### config.mk
export PLATFORM = sky130hd
export DESIGN_NAME = cp0_unit
export DESIGN_NICKNAME = d
export VERILOG_FILES = /design/src/rtl/cp0_unit_pkg.sv /design/src/rtl/cp0_unit.sv
export SDC_FILE = /design/constraint.sdc
export NUM_CORES = 1
export LEC_CHECK = 0
export ABC_CLOCK_PERIOD_IN_PS = 2600
export CAP_MARGIN = 20
export CELL_PAD_IN_SITES_DETAIL_PLACEMENT = 0
export CELL_PAD_IN_SITES_GLOBAL_PLACEMENT = 1
export CORE_MARGIN = 1.5
export CORE_UTILIZATION = 26
export CTS_BUF_LIST = sky130_fd_sc_hd__clkbuf_4 sky130_fd_sc_hd__clkbuf_8 sky130_fd_sc_hd__clkbuf_16
export DETAILED_ROUTE_END_ITERATION = 8
export PLACE_DENSITY = 0.77
export SLEW_MARGIN = 20
export SYNTH_ARGS = -nofsm -noshare
export SYNTH_HDL_FRONTEND = slang
export SYNTH_SLANG_ARGS = --single-unit
### constraint.sdc
create_clock -name clk -period 2.6 [get_ports clk]
set_input_delay 0.52 -clock clk [delete_from_list [all_inputs] [get_ports clk]]
set_output_delay 0.52 -clock clk [all_outputs]
set_load 0.05 [all_outputs]
### src/rtl/cp0_unit_pkg.sv
// cp0_unit shared constants: CP0 register numbers,
// exception codes and default parameter values.
package cp0_unit_pkg;

  localparam logic [4:0] CP0_SR    = 5'd12;
  localparam logic [4:0] CP0_CAUSE = 5'd13;
  localparam logic [4:0] CP0_EPC   = 5'd14;
  localparam logic [4:0] CP0_PRID  = 5'd15;

  localparam logic [4:0] EXC_INT  = 5'd0;
  localparam logic [4:0] EXC_ADEL = 5'd4;
  localparam logic [4:0] EXC_ADES = 5'd5;
  localparam logic [4:0] EXC_RI   = 5'd10;
  localparam logic [4:0] EXC_OV   = 5'd12;

  localparam logic [31:0] PRID_DEF    = 32'h2020_0007;
  localparam logic [31:0] HANDLER_DEF = 32'h0000_4180;

endpackage

### src/rtl/cp0_unit.sv
// Coprocessor 0: SR/Cause/EPC/PrID, exception and
// interrupt arbitration, mfc0/mtc0 and eret support.
module cp0_unit
  import cp0_unit_pkg::*;
#(
  parameter logic [31:0] PRID    = PRID_DEF,
  parameter logic [31:0] HANDLER = HANDLER_DEF
) (
  input  logic        clk,
  input  logic        reset,
  input  logic [4:0]  A1,
  input  logic [4:0]  A2,
  input  logic [31:0] DIn,
  input  logic        WE,
  input  logic [31:0] PCM,
  input  logic        BDM,
  input  logic [6:2]  ExcCodeM,
  input  logic [7:2]  HWInt,
  input  logic        EXLClr,
  output logic        IntReq,
  output logic [31:0] EPC,
  output logic [31:0] DOut,
  output logic [31:0] HandlerPC
);

  logic [5:0]  im;
  logic [5:0]  ip;
  logic        exl;
  logic        ie;
  logic        bd;
  logic [4:0]  exc;
  logic [31:0] epc_q;

  logic        int_pend;
  logic        exc_pend;
  logic        wr_sr;
  logic        wr_epc;
  logic [31:0] epc_exc;
  logic        unused_din;

  assign int_pend = (|(HWInt & im)) & ie & ~exl;
  assign exc_pend = (ExcCodeM != 5'd0) & ~exl;
  assign IntReq   = int_pend | exc_pend;

  assign wr_sr  = WE & (A2 == CP0_SR);
  assign wr_epc = WE & (A2 == CP0_EPC);

  // Restart point: a delay-slot fault resumes at its branch
  assign epc_exc = (BDM ? PCM - 32'd4 : PCM) & ~32'h3;

  assign EPC        = epc_q;
  assign HandlerPC  = HANDLER;
  assign unused_din = ^{DIn[31:16], DIn[9:2]};

  always_ff @(posedge clk) begin
    if (!reset) begin
      im    <= '0;
      ip    <= '0;
      exl   <= 1'b0;
      ie    <= 1'b0;
      bd    <= 1'b0;
      exc   <= '0;
      epc_q <= '0;
    end else begin
      ip <= HWInt;
      if (IntReq) begin
        exl   <= 1'b1;
        bd    <= BDM;
        exc   <= int_pend ? EXC_INT : ExcCodeM;
        epc_q <= epc_exc;
      end else begin
        if (wr_sr) begin
          im <= DIn[15:10];
          ie <= DIn[0];
        end
        if (EXLClr)
          exl <= 1'b0;
        else if (wr_sr)
          exl <= DIn[1];
        if (wr_epc)
          epc_q <= DIn;
      end
    end
  end

  always_comb begin
    DOut = '0;
    unique case (1'b1)
      (A1 == CP0_SR):
        DOut = {16'b0, im, 8'b0, exl, ie};
      (A1 == CP0_CAUSE):
        DOut = {bd, 15'b0, ip, 3'b0, exc, 2'b0};
      (A1 == CP0_EPC):
        DOut = epc_q;
      (A1 == CP0_PRID):
        DOut = PRID;
      default: ;
    endcase
  end

endmodule

Word level (Yosys, flattened, before mapping)
Index checks and enable logic that the tools add are counted.
{"block": "word_totals", "output_inout_bits": 97, "reg_bits": 52, "in_bits": 90, "word_cells": 39}
{"block": "classes", "muxes": 8, "n_eq_ne": 6, "reduce_logical": 6, "n_bitwise": 10, "n_addsub": 1}
{"operator": "$pmux 32 s4", "n": 1}
{"operator": "$mux 32", "n": 3}
{"operator": "$sub 32x3->32 const B", "n": 1}
{"operator": "$eq 5x4->1 const B", "n": 6}
{"operator": "$and 6x6->6", "n": 1}
{"operator": "$reduce_or 6->1", "n": 1}
{"operator": "$and 1x1->1", "n": 5}
{"operator": "$mux 5", "n": 1}
{"operator": "$reduce_bool 5->1", "n": 1}
{"operator": "$mux 1", "n": 3}
{"operator": "$not 1->1", "n": 3}
{"operator": "$reduce_bool 3->1", "n": 1}
{"operator": "$reduce_and 2->1", "n": 1}
{"operator": "$reduce_bool 2->1", "n": 1}
{"operator": "$reduce_or 2->1", "n": 1}
{"operator": "$or 1x1->1", "n": 1}

Longest topological paths before layout
{"block": "depth", "depth_word": 7, "depth_mapped": 7, "mapped_depth_nobuf": 6}

Worst setup path after synthesis
No wires, ideal clock.
{"block": "synth_timing", "kind": "in2reg", "startpoint": "input port PCM[5]", "endpoint": "register epc_q[20], in the netlist EPC[20]", "required_time_ns": 2.478, "n_path_buf": 3, "slack_ns": 0.024, "setup_time_ns": 0.122, "arrival_ns": 2.455, "cell_stages": 7, "path_cell_list": "clkbuf_1 or4_1 buf_2 or4_4 buf_6 o31a_2 o311a_1"}
{"block": "synth_via", "elab_chain_cells": 3}
{"element": "start: declaration", "line_no": "cp0_unit.sv:15", "text": "input logic [31:0] PCM,"}
{"element": "$sub 32x3->32", "line_no": "cp0_unit.sv:49", "text": "assign epc_exc = (BDM ? PCM - 32'd4 : PCM) & ~32'h3;"}
{"element": "$mux 32", "line_no": "cp0_unit.sv:49"}
{"element": "$mux 32", "line_no": "cp0_unit.sv:66", "text": "if (IntReq) begin"}
{"element": "end signal: assignment", "line_no": "cp0_unit.sv:70", "text": "epc_q <= epc_exc;"}
{"element": "end signal: assignment", "line_no": "cp0_unit.sv:81", "text": "epc_q <= DIn;"}
{"element": "end: declaration", "line_no": "cp0_unit.sv:32", "text": "logic [31:0] epc_q;"}
Every way passes these cells.
A chain may end at the register's enable or synchronous reset.

Worst setup path in the final report
{"block": "layout_timing", "startpoint": "input port A1[1]", "endpoint": "output port DOut[31]"}
{"block": "layout_via", "elab_chain_cells": 2, "elab_cells_between_ends": 5, "cone_classes": "eq/ne: 4; mux: 1"}
{"element": "start: declaration", "line_no": "cp0_unit.sv:11", "text": "input logic [4:0] A1,"}
{"element": "$eq 5x4->1 (on tied branches)"}
{"element": "$pmux 32 s4 *", "line_no": "cp0_unit.sv:88", "text": "unique case (1'b1)"}
{"element": "end: declaration", "line_no": "cp0_unit.sv:22", "text": "output logic [31:0] DOut,"}
Every way passes the cells marked *; elsewhere a longest branch is shown, timed or not.

==> out/qor.yml <==
status: "finished, final reports clean"
synth-seq-cells: 52
io_pins: 187
reg2reg_from: "im[2]"
via_count: 4466
post-route-period-util: 0.982
async_flop_share: 0
worst_pin_slew_ps: 565
tns_ps: 0
synth_area_leaders: "dfxtp_1 (27%), mux2i_1 (6.5%), buf_4 (6.2%), nand4b_1 (4.3%), a211oi_1 (4.3%)"
hp-class: "register to register"
startpoint: "A1[1]"
critPathMaxStageDelay_ps: 440
gr-total-overflow: 0
synth.most_common_cell: "dfxtp_1"
maxSlewViolCount: 0
crit_end: "DOut[31]"
holdBufCountCts: 0
fin_nets: 763
synthTopCellsByCount: "dfxtp_1 (52), clkbuf_1 (36), nor2_1 (33), buf_4 (32), nor4_1 (26)"
crit_required_ps: 2080
h-tree-depth: 2
seq_power_share: 0.357
grt_use_total: 0.184
period_needed_ps: 2550
hold_viol: 0
fp.dieW_um: 125
worst_path_most_repeated_cell: "buf_4"
yosysWarnings: 0
rr_endpoint: "EPC[12]"
critPathLaunchType: "input port"
ant_nets: 0
grt_setup_unrepaired: "no"
clock_power_share: 0.275
tritoncts: "yes"
grt_pass1_wl_mm: 23.4
drt-total-wl_mm: 15.1
antenna_found_initial: 0
postCtsSetupBuffers: 0
worstSetupPathType: "input port to output pin"
avgSynthCellArea_um2: 7.98
dp_hpwl_mm: 12.0
dieHeight_um: 125
clk_pin_slew_worst_paths_ps: 80
yosysUniqueCellTypes: 52
port_buffers: 152
drc: 0
relSlewSlack: 0.623
r2r_slack_ps: 670
antenna_cells: 0
p_leak_nw: 2.33
grt_pass1_vias: 4354
peakVddDrop_uv: 273
clock_sinks: 52
crit_arrival_ps: 2030
start_util: 0.267
gp_congestion: 0.836
cts_resized: 0
reg2reg_depth: 7
synth_enable_flop_cells: 0
p_int_mw: 1.60
core_area_um2: 14500
power_density_nw_per_um2: 396
cap_violations: 0
endpoint_kind: "output pin"
drive_above_1_share: 0.187
syn_inst: 486
wl_per_cell_um: 17.6
skew_ps: 11.0
setup_viol: 0
fill_cells: 1442
finalPower_mw: 2.54
avgViaCountPerCell: 5.21
critPathSlowestCell: "clkdlybuf4s50_1"
area_growth_pct: 65.2
cts_buffer_depth: 2
yosysTopAreaCell: "dfxtp_1"
cp_max_fo: 13
crit_chain: "clkdlybuf4s50_1, buf_4, nor2b_1, buf_4, a22oi_1, nor2_1, buf_12"
p_sw_frac: 0.369
combPwrFrac: 0.368
seq_area_frac_synth: 0.268
synth_top_flop_cell: "dfxtp_1"
drtIter0Drc: 292
die_area_um2: 15700
synth_top_area_share: 0.268
insertion_delay_ps: 300
grt_max_degree: 33
fmax_mhz: 392
final_core_util: 0.441
cts_buffers: 5
cts-root-buf: "clkbuf_16"
synth_area_um2: 3880
rows: 44
dr.pass1.iters: 4
power.switching_mw: 0.936
## power by group through the flow
stage               clock [mW]  sequential (mW)  combinational (mW)
floorplan                    0             1.06               0.405
global placement             0            0.923               0.916
global route             0.738            0.912               0.983
finish                   0.697            0.905               0.933
detailed placement           0            0.924               0.926
CTS                      0.706            0.906               0.929
## placed cells by master, fill, tap and decap left out, types with 3 or more instances in the layout
master	instances
a211oi_1	22
a21oi_1	21
a22o_1	3
a22oi_1	5
a31oi_1	4
a41o_1	4
and2_1	22
buf_12	35
buf_4	69
clkbuf_16	5
clkdlybuf4s50_1	119
conb_1	32
dfxtp_1	52
inv_1	7
mux2i_1	25
nand2_1	23
nand3_1	14
nand3b_1	4
nand4_1	16
nand4b_1	19
nor2_1	32
nor3_1	7
nor4_1	26
nor4b_1	5
o21a_1	5
o21ai_0	6
o311a_1	12
o31a_1	14
o31a_2	3
o31ai_1	18
or3_1	8
or4_1	3
xor2_1	5
## stage by stage
step / hold slack (ps) / area [um2] / setup slack, ps / instances
floorplan: 440 / 3990 / 23.7 / 516
global placement: 451 / 6240 / -263 / 849
detailed placement: 457 / 6240 / -288 / 849
CTS: 468 / 6390 / 3.26 / 857
global route: 490 / 6410 / 0.192 / 857
finish: 466 / 6410 / 47.6 / 857
## cell families after synthesis
group                      Yosys count  share of synthesized area
adders and majority gates            1                    0.00323
muxes                               25                     0.0645
AOI/OAI and AO/OA                  122                      0.237
DFF                                 52                      0.268
buffers and inverters               84                      0.115
other                                2                    0.00194
and+or+nand+nor                    193                      0.294
xor gates and xnor gates             7                     0.0158
## worst min path at each step
| stage | from | end | slack (ps) | depth (start not counted) |
|---|---|---|---|---|
| 6_report | exc[0] | exc[0] | 470 | 2 |
| 5_1_grt | exc[0] | exc[0] | 490 | 2 |
| 4_1_cts | exc[0] | exc[0] | 470 | 2 |
| 3_5_place_dp | exc[0] | exc[0] | 460 | 2 |
| 3_3_place_gp | exc[0] | exc[0] | 450 | 2 |
| 2_1_floorplan | exc[0] | exc[0] | 440 | 2 |
## sequential cells by signal (all words and copies together) (netlist names)
| signal | flops |
|---|---|
| EPC | 32 |
| bd | 1 |
| exc | 5 |
| exl | 1 |
| ie | 1 |
| im | 6 |
| ip | 6 |
## layout make-up
cell class | count | area [um2] | area share
clock buffers | 5 | 125 | 0.0195
clock inverters | 3 | 27.5 | 0.00430
inverters | 9 | 33.8 | 0.00527
multi-input cells | 380 | 2530 | 0.395
flip-flops and latches | 52 | 1040 | 0.162
well taps | 184 | 230 | 0.0359
repair buffers | 224 | 2420 | 0.378
## routing by layer
metal	up-vias	wire (um)	track usage
met5	-	0	0
met4	0	299	0.0475
met3	16	801	0.0265
met2	166	7290	0.312
met1	2107	6700	0.245
li1	2177	-	-
## worst max-delay path, delay by kind of cell
kind                   cells  cell delay, ps
AO/OA/AOI/OAI              1              80
buffers and inverters      4            1000
AND/OR/NAND/NOR            2             430
No activity file was read; power rests on OpenSTA's default activity.
